## src/rtl/icache_assoc.sv

```systemverilog
// icache_assoc: set-associative, multi-word-block instruction cache with a block-refill FSM.
// Define ICACHE_STATS_EN to build the saturating hit_count/miss_count registers.
module icache_assoc #(
  parameter int SETS  = 8,
  parameter int WAYS  = 2,
  parameter int WORDS = 2
) (
  input  logic        CLK,
  input  logic        RST,
  input  logic        imemREN,
  input  logic [31:0] imemaddr,
  input  logic        iflush,
  output logic        ihit,
  output logic [31:0] imemload,
  output logic        iREN,
  output logic [31:0] iaddr,
  input  logic        iwait,
  input  logic [31:0] iload,
  output logic [31:0] hit_count,
  output logic [31:0] miss_count,
  output logic        dbgState
);

  localparam int IDX  = $clog2(SETS);
  localparam int WOFF = $clog2(WORDS);
  localparam int TAGW = 30 - IDX - WOFF;
  localparam int CW   = (WOFF > 0) ? WOFF : 1;
  localparam int WW   = (WAYS > 1) ? $clog2(WAYS) : 1;

  typedef enum logic {IDLE = 1'b0, FILL = 1'b1} stateType;

  stateType        state;
  logic [CW-1:0]   cnt;
  logic [TAGW-1:0] latTag;
  logic [IDX-1:0]  latIdx;
  logic [WW-1:0]   vicWay;

  logic            valid [SETS][WAYS];
  logic [TAGW-1:0] tags  [SETS][WAYS];
  logic [31:0]     data  [SETS][WAYS][WORDS];
  logic [WW-1:0]   repl  [SETS];

  logic [TAGW-1:0] reqTag;
  logic [IDX-1:0]  reqIdx;
  logic [CW-1:0]   reqWord;
  logic [1:0]      unusedAddr;

  logic            lookHit;
  logic [WW-1:0]   hitWay;
  logic            anyInvalid;
  logic [WW-1:0]   victim;
  logic            fetchHit;
  logic            missStart;
  logic            wordDone;
  logic            lastWord;

  assign reqTag     = imemaddr[31 -: TAGW];
  assign reqIdx     = imemaddr[2 + WOFF +: IDX];
  assign unusedAddr = imemaddr[1:0];

  generate
    if (WOFF > 0) begin : gWord
      assign reqWord = imemaddr[2 +: WOFF];
      assign iaddr   = {latTag, latIdx, cnt, 2'b00};
    end else begin : gNoWord
      assign reqWord = '0;
      assign iaddr   = {latTag, latIdx, 2'b00};
    end
  endgenerate

  always_comb begin
    lookHit = 1'b0;
    hitWay  = '0;
    for (int w = 0; w < WAYS; w++) begin
      if (!lookHit && valid[reqIdx][w] && (tags[reqIdx][w] == reqTag)) begin
        lookHit = 1'b1;
        hitWay  = WW'(w);
      end
    end
  end

  // Invalid ways are consumed lowest-first; only a full set falls back to LRU/round-robin.
  always_comb begin
    anyInvalid = 1'b0;
    victim     = '0;
    for (int w = 0; w < WAYS; w++) begin
      if (!anyInvalid && !valid[reqIdx][w]) begin
        anyInvalid = 1'b1;
        victim     = WW'(w);
      end
    end
    if (!anyInvalid && (WAYS > 1)) victim = repl[reqIdx];
  end

  assign fetchHit  = (state == IDLE) && imemREN && lookHit && !iflush;
  assign missStart = (state == IDLE) && imemREN && !lookHit && !iflush;

  // Refill handshake: iREN is held high for the whole FILL state; a word is
  // transferred in each cycle where iREN=1 and iwait=0, and iload is sampled then.
  assign wordDone = (state == FILL) && !iwait;
  assign lastWord = (cnt == CW'(WORDS - 1));

  assign ihit     = fetchHit;
  assign imemload = fetchHit ? data[reqIdx][hitWay][reqWord] : '0;
  assign iREN     = (state == FILL);
  assign dbgState = state;

  always_ff @(posedge CLK) begin
    if (RST) begin
      state  <= IDLE;
      cnt    <= '0;
      latTag <= '0;
      latIdx <= '0;
      vicWay <= '0;
      for (int s = 0; s < SETS; s++) begin
        repl[s] <= '0;
        for (int w = 0; w < WAYS; w++) valid[s][w] <= 1'b0;
      end
    end else if (iflush) begin
      state <= IDLE;
      for (int s = 0; s < SETS; s++) begin
        for (int w = 0; w < WAYS; w++) valid[s][w] <= 1'b0;
      end
    end else begin
      case (state)
        IDLE: begin
          if (fetchHit) begin
            if (WAYS == 2) repl[reqIdx] <= ~hitWay;
          end else if (missStart) begin
            latTag <= reqTag;
            latIdx <= reqIdx;
            vicWay <= victim;
            cnt    <= '0;
            state  <= FILL;
          end
        end
        FILL: begin
          if (wordDone) begin
            if (lastWord) begin
              cnt                   <= '0;
              valid[latIdx][vicWay] <= 1'b1;
              if (WAYS == 2) repl[latIdx] <= ~vicWay;
              else if (WAYS == 4) repl[latIdx] <= repl[latIdx] + WW'(1);
              state <= IDLE;
            end else begin
              cnt <= cnt + CW'(1);
            end
          end
        end
        default: state <= IDLE;
      endcase
    end
  end

  // Data and tags need no reset: a way is only trusted once its valid bit is set.
  always_ff @(posedge CLK) begin
    if (!RST && !iflush && wordDone) begin
      data[latIdx][vicWay][cnt] <= iload;
      if (lastWord) tags[latIdx][vicWay] <= latTag;
    end
  end

`ifdef ICACHE_STATS_EN
  logic [31:0] hitCnt;
  logic [31:0] missCnt;

  always_ff @(posedge CLK) begin
    if (RST) begin
      hitCnt  <= '0;
      missCnt <= '0;
    end else begin
      if (fetchHit && (hitCnt != 32'hFFFF_FFFF)) hitCnt <= hitCnt + 32'd1;
      if (missStart && (missCnt != 32'hFFFF_FFFF)) missCnt <= missCnt + 32'd1;
    end
  end

  assign hit_count  = hitCnt;
  assign miss_count = missCnt;
`else
  assign hit_count  = '0;
  assign miss_count = '0;
`endif

endmodule

```

## config.mk

```make
export PLATFORM = sky130hd
export DESIGN_NAME = icache_assoc
export DESIGN_NICKNAME = d
export VERILOG_FILES = /design/src/rtl/icache_assoc.sv
export SDC_FILE = /design/constraint.sdc
export NUM_CORES = 1
export LEC_CHECK = 0
export CAP_MARGIN = 15
export CORE_AREA = 8 8 393 395
export CTS_CLUSTER_DIAMETER = 40
export DETAILED_ROUTE_END_ITERATION = 10
export DIE_AREA = 0 0 401 403
export GPL_TIMING_DRIVEN = 0
export SYNTH_ARGS = -nofsm -noshare
export SYNTH_HDL_FRONTEND = slang
export SYNTH_SLANG_ARGS = --single-unit
```

## constraint.sdc

```tcl
create_clock -name CLK -period 8 [get_ports CLK]
set_clock_uncertainty 0.15 [all_clocks]
set_input_delay 1.6 -clock CLK [delete_from_list [all_inputs] [get_ports CLK]]
set_output_delay 1.6 -clock CLK [all_outputs]
set_load 0.02 [all_outputs]
```

Yosys cells after proc, flatten, opt, wreduce, memory -nomap -nowiden
Memory sizes are Yosys's and may differ from the RTL's.
Cells that the tools add are included.
{ "op_classes": {"n_mux": 78, "order_cmp": 6, "n_eq_ne": 5, "n_addsub": 1, "n_reduce_logical": 26, "n_bitwise": 25} }
{ "op_table": {"columns": ["op", "count"], "rows": [
  ["64-bit two-way mux", 4],
  ["32-bit two-way mux", 5],
  ["128-bit two-way mux", 1],
  ["64-bit demux with 1-bit select", 1],
  ["1-bit two-way mux", 54],
  ["26-bit == test", 2],
  ["52-bit two-way mux", 1],
  ["32-bit demux with 1-bit select", 1],
  ["26-bit demux with 1-bit select", 1],
  ["26-bit two-way mux", 1],
  ["1-bit OR", 16],
  ["1-bit logical AND", 14],
  ["3-bit two-way mux", 3],
  ["2-bit >= comparator (second input constant)", 4],
  ["1-bit inverter with 2-bit output", 4],
  ["4-bit AND reduction", 2],
  ["1-bit zero test", 6],
  ["2-bit two-way mux", 3],
  ["1-bit inverter", 5],
  ["2-bit by 1-bit less-than comparator with 1-bit output (second input constant)", 2],
  ["2-bit inequality test (second input constant)", 2],
  ["1-bit one-hot mux with 2 select lines", 2],
  ["2-bit OR reduction", 2],
  ["2-bit by 1-bit inequality test with 1-bit output (second input constant)", 1],
  ["other kinds (3)", 4]
]} }
{ "word_totals": {"input_bits": 69, "ff_bits": 32, "n_memories": 4, "ram_bits": 1464} }
{ "memory_table": {"columns": ["memory", "depth", "word_bits", "rd", "rd_clocked_by_memory_dff", "write_ports", "line", "source"], "rows": [
  ["data", 8, 128, 1, 0, 1, "40", "logic [31:0] data [SETS][WAYS][WORDS];"],
  ["tags", 8, 52, 1, 0, 1, "39", "logic [TAGW-1:0] tags [SETS][WAYS];"],
  ["valid", 8, 2, 1, 0, 8, "38", "logic valid [SETS][WAYS];"],
  ["repl", 8, 1, 1, 0, 8, "41", "logic [WW-1:0] repl [SETS];"]
]} }

Logic depth before layout (Yosys ltp)
An unclocked memory read counts as a cell.
{ "depth": {"word_depth": 18, "ltp_mapped": 17} }

Worst setup path after synthesis
OpenSTA, ideal clock, no wires.
{ "synth_path": {"kind": "input port to output port", "startpoint": "input port imemaddr[3]", "endpoint": "output port imemload[0]", "setup_slack_ns": 1.263, "required_time_ns": 6.250, "arrival_ns": 4.987, "path_buffers": 8, "cell_stages": 12, "path_cell_list": "buf_2 > buf_2 > buf_4 > buf_2 > buf_4 > buf_2 > buf_2 > buf_1 > mux4_2 > mux4_2 > o21ai_0 > a21oi_1"} }
{ "synth_between": {"elab_chain_cells": 16} }
{ "synth_lines": {"columns": ["element", "line", "source"], "rows": [
  ["start: declaration", "11", "input logic [31:0] imemaddr,"],
  ["memory 8 x 52 bit", null, null],
  ["26-bit == test", "75", "if (!lookHit && valid[reqIdx][w] && (tags[reqIdx][w] == reqTag)) begin"],
  ["1-bit logical AND", "75", null],
  ["1-bit two-way mux", "75", null],
  ["1-bit zero test", "75", null],
  ["1-bit logical AND (2 in a row)", "75", null],
  ["1-bit two-way mux", "75", null],
  ["1-bit inverter with 2-bit output (implied by the code)", "104", "assign imemload = fetchHit ? data[reqIdx][hitWay][reqWord] : '0;"],
  ["64-bit two-way mux (implied by the code) (3 in a row)", "104", null],
  ["32-bit two-way mux (implied by the code) (3 in a row)", "104", null],
  ["32-bit two-way mux (*)", "104", null],
  ["end: declaration", "14", "output logic [31:0] imemload,"]
]} }
Every way passes the cells marked *; elsewhere a longest branch is shown, timed or not. The select of a mux whose other input is x is not followed.

Worst setup path in the final report
{ "layout_path": {"startpoint": "input port imemaddr[5]", "endpoint": "output port imemload[30]"} }
The elaborated chain is that of the path after synthesis.

==> summary.md <==
| Metric | Value |
|---|---|
| Synth Area in Adders | 0% |
| Reg-to-reg startpoint | tags[7][27]$_DFFE_PP_ |
| FF-to-FF setup slack | 4000 ps |
| Worst-Skew Late Latency | 790 ps |
| Dpl ws | -2461 ps |
| Layout cells sized above 1 | ~28% |
| Syn-to-layout area delta | 19.94% |
| Clock Sinks | roughly 1,500 |
| Cell taking the most area after synthesis | edfxtp_1 |
| Number of hold violations in the final report | 0 |
| DR iter-0 viols | 3,353 |
| Core area | between 100,000 and 150,000 um^2 |
| DIE WIDTH | 401 um |
| Comb power frac | about 5% |
| RSZ-0062 raised after global routing | true |
| DR vias | approximately 30,000 |
| Rows | around 140 |
| P_int | 0.01349 W |
| Cts bufs inserted | between 150 and 200 |
| Initial antenna violation count | 6 |
| Root buffer cell | clkbuf_16 |
| CP Data Required Time | between 6000 and 7000 ps |
| Ys flop type | edfxtp_1 |
| Sw Pwr | ~0.0038 W |
| Yosys reg bits | 1,496 |
| Die area | between 150,000 and 200,000 um^2 |
| Clock Path Buffers | 3 |
| H-Tree Depth | 4 |
| Fin crit share | roughly 100% |
| Final ANT Viol Nets | 0 |
| Top post-synthesis cells by area | edfxtp_1 (74%), mux4_2 (14%), mux2i_1 (2.2%) |
| HP Start | valid[2][1]$_DFF_P_ |
| Multi-input logic area | approximately 14,000 um^2 |
| Multiplexer area fraction after synthesis | between 10% and 20% |
| Simple-Gate Fraction of Synth Area | between 3 and 4% |
| Async SR Flop Fraction | 0% |
| Cells after Synth | between 2,000 and 3,000 |
| Number of global-route vias before repair | between 30,000 and 40,000 |
| Nets | approximately 3,300 |
| Final worst slack | around 34 ps |
| Max cap viols | 0 |
| Netlist area before placement | 58,900 um^2 |
| Hold crit path type | register to register |
| Largest net degree at the start of global routing | 33 |
| Fmax | about 130 MHz |
| Crit start category | primary input |
| Post-synthesis average cell area | between 20 and 25 um^2 |
| First-pass GRT wire length | approximately 230 mm |
| Routability cong. | approximately 0.86 |
| Hold EP | valid[2][1]$_DFF_P_ |
| Area share of the largest cell type after synthesis | between 70 and 80% |
| Sequential Area | 44,440 um^2 |
| Top Ports | 200 |
| Starting Density | between 30% and 40% |
| VDD IR max | approximately 0.23 mV |
| Fill cells | ~12,000 |
| Sw frac | 21.89% |
| Hold Path Stages | 1 |
| Final setup viols | 0 |
| Crit path DAT | just over 6000 ps |
| Synth Area in Compound Gates | 2.651% |
| EDFF count, synth | between 1,000 and 1,500 |
| Total power | 0.01727 W |
| CP endpoint kind | output port |
| Status | complete, no violations |
| Fin. max-slew vios | 0 |
| Cells on worst reg2reg path | 11 |
| TritonCTS clock tree | built |
| Clk network pwr share | between 40% and 50% |
| Share of power burned in registers | between 50% and 60% |
| WHS | a little over 300 ps |
| Clk slew on worst S/H paths | roughly 60 ps |
| Pleak | roughly 23 nW |
| CP Class | primary input to output port |
| Worst-Margin Slew | 1251 ps |
| Synth cell types | 55 |
| Chip height | about 400 um |
| Final WL | about 160 mm |
| HPWL Detailed | about 100 mm |
| Drt wl/cell | a little under 30 um |
| Vias per cell | between 5 and 6 |
| # DRC | 0 |
| Rel. slew slack | about 17% |
| Reg-to-Reg End | latTag[11]$_SDFFE_PP0P_ |
| Congestion Overflow GR | 0 |
| GRT Util Overall | 19.28% |
| Pwr dens | 244.4 nW/um^2 |
| Largest family of logic cells by synthesized area | multiplexers |
| Crit-path max FO | 10 |
| Minimum clock period after layout | 7966 ps |
| Yosys warns | 0 |
| DR pass1 iterations | 5 |
| Post-Synth XOR/XNOR Area | 0.3123% |
| Port Buffers | around 130 |
| Seq/Total Area, Yosys | about three quarters |
==> synth_stat cells, types with 7 or more instances <==
cell type,number
nand3_1,40
nand2_1,19
xnor2_1,17
buf_2,14
dfxtp_1,48
buf_1,30
nor2_1,67
nor2b_1,47
a31oi_1,11
a211oi_1,41
buf_6,8
buf_4,78
nor3_1,22
mux2i_1,129
a22oi_1,15
clkbuf_1,91
o21ai_0,36
nand2b_1,62
nor4_1,40
a22o_1,24
mux4_2,370
edfxtp_1,1448
a21o_1,20
a21oi_1,38
nand4_1,11
o31a_1,20
o31ai_1,7
==> placed cells by master (no fill, tap or decap), types with 21 or more instances in the layout <==
master	instances
dfxtp_1	48
clkinv_2	21
clkbuf_1	67
nor4_1	38
clkbuf_16	174
edfxtp_1	1448
nor2_4	48
a22o_1	24
nand2b_1	62
mux4_2	370
nor2b_1	47
buf_4	86
buf_12	43
nor3_1	22
a211oi_1	40
a21oi_1	21
clkbuf_2	37
o21ai_0	34
clkdlybuf4s50_1	99
conb_1	66
clkinv_1	27
nand3_1	40
mux2i_1	127
==> layer usage <==
layer | global-route usage (%) | up-vias | wire length, um
li1 | - | 12530 | -
met1 | 26.27 | 16080 | 65580
met2 | 31.16 | 1263 | 75900
met3 | 4.477 | 243 | 12660
met4 | 5.638 | 0 | 3984
met5 | 0 | - | 0
==> critical path, stage by stage <==
cell	delay [ps]
clkdlybuf4s15_2	310
clkbuf_4	310
buf_4	250
clkbuf_4	280
clkbuf_8	300
mux4_2	320
mux2i_1	240
xnor2_1	130
a21oi_1	290
nand4_1	220
nor4_4	320
buf_12	190
clkbuf_2	230
o21ai_0	200
a21oi_4	310
clkdlybuf4s50_1	670
==> kinds of logic (layout without fill, tap and decap cells) <==
family                 Yosys count  after routing
flip-flops                    1496           1496
multiplexers                   501            501
AND/OR/NAND/NOR                335            335
AO/OA/AOI/OAI                  227            227
buffers and inverters          226            729
XOR/XNOR                        21             21
other                            1             69
==> flip-flops by register name, summed over array words and instances (netlist names) <==
register	count
data	1024
valid	16
latTag	26
latIdx	3
repl	8
vicWay	1
cnt	1
dbgState	1
tags	416
==> how the worst max path moves through the flow <==
stage / startpoint / end / cells after the start
after floorplan: imemaddr[3] / imemload[0] / 12
after global placement: imemaddr[5] / imemload[23] / 15
after detailed placement: imemaddr[5] / imemload[23] / 15
after CTS: imemaddr[5] / imemload[10] / 12
after global routing: imemaddr[5] / imemload[26] / 16
final: imemaddr[5] / imemload[30] / 16
==> cell type report <==
class,count,share of cell area [%]
flip-flops and latches,1496,62.91
clock buffers,192,6.183
inverters,5,0.02657
plain buffers,221,1.998
multi-input cells,1150,19.87
well taps,1944,3.443
diodes,3,0.01063
repair buffers,194,3.799
clock inverters,117,1.769
==> through the flow <==
stage / utilization (%) / area, um^2 / instances / setup TNS [ps]
after floorplan: - / 59150 / 2872 / 0
after global placement: 42.31 / 62850 / 4943 / -126160
after detailed placement: 43.29 / 64300 / 4995 / -74020
after CTS: 47.31 / 70270 / 5306 / 0
after global routing: 47.56 / 70640 / 5319 / -213.3
final: 47.56 / 70650 / 5322 / 0
==> power by group through the flow <==
stage / Combinational, W / Clock, W / Sequential (W)
floorplan: 0.000488 / 0 / 0.00879
global placement: 0.000828 / 0 / 0.00881
detailed placement: 0.000845 / 0 / 0.00881
CTS: 0.000857 / 0.00787 / 0.00865
global route: 0.000919 / 0.00819 / 0.00864
finish: 0.000870 / 0.00775 / 0.00864
==> timing repair <==
| action | CTS | global route |
|---|---|---|
| setup buffers | 2 | 0 |
| setup endpoints to repair | 33 | 29 |
| endpoints found under the hold margin | 0 | 0 |
| pin swaps | 2 | 0 |
| hold buffers | 0 | 0 |
| gates resized for setup | 140 | 57 |
Power figures use the tool's default switching activity.
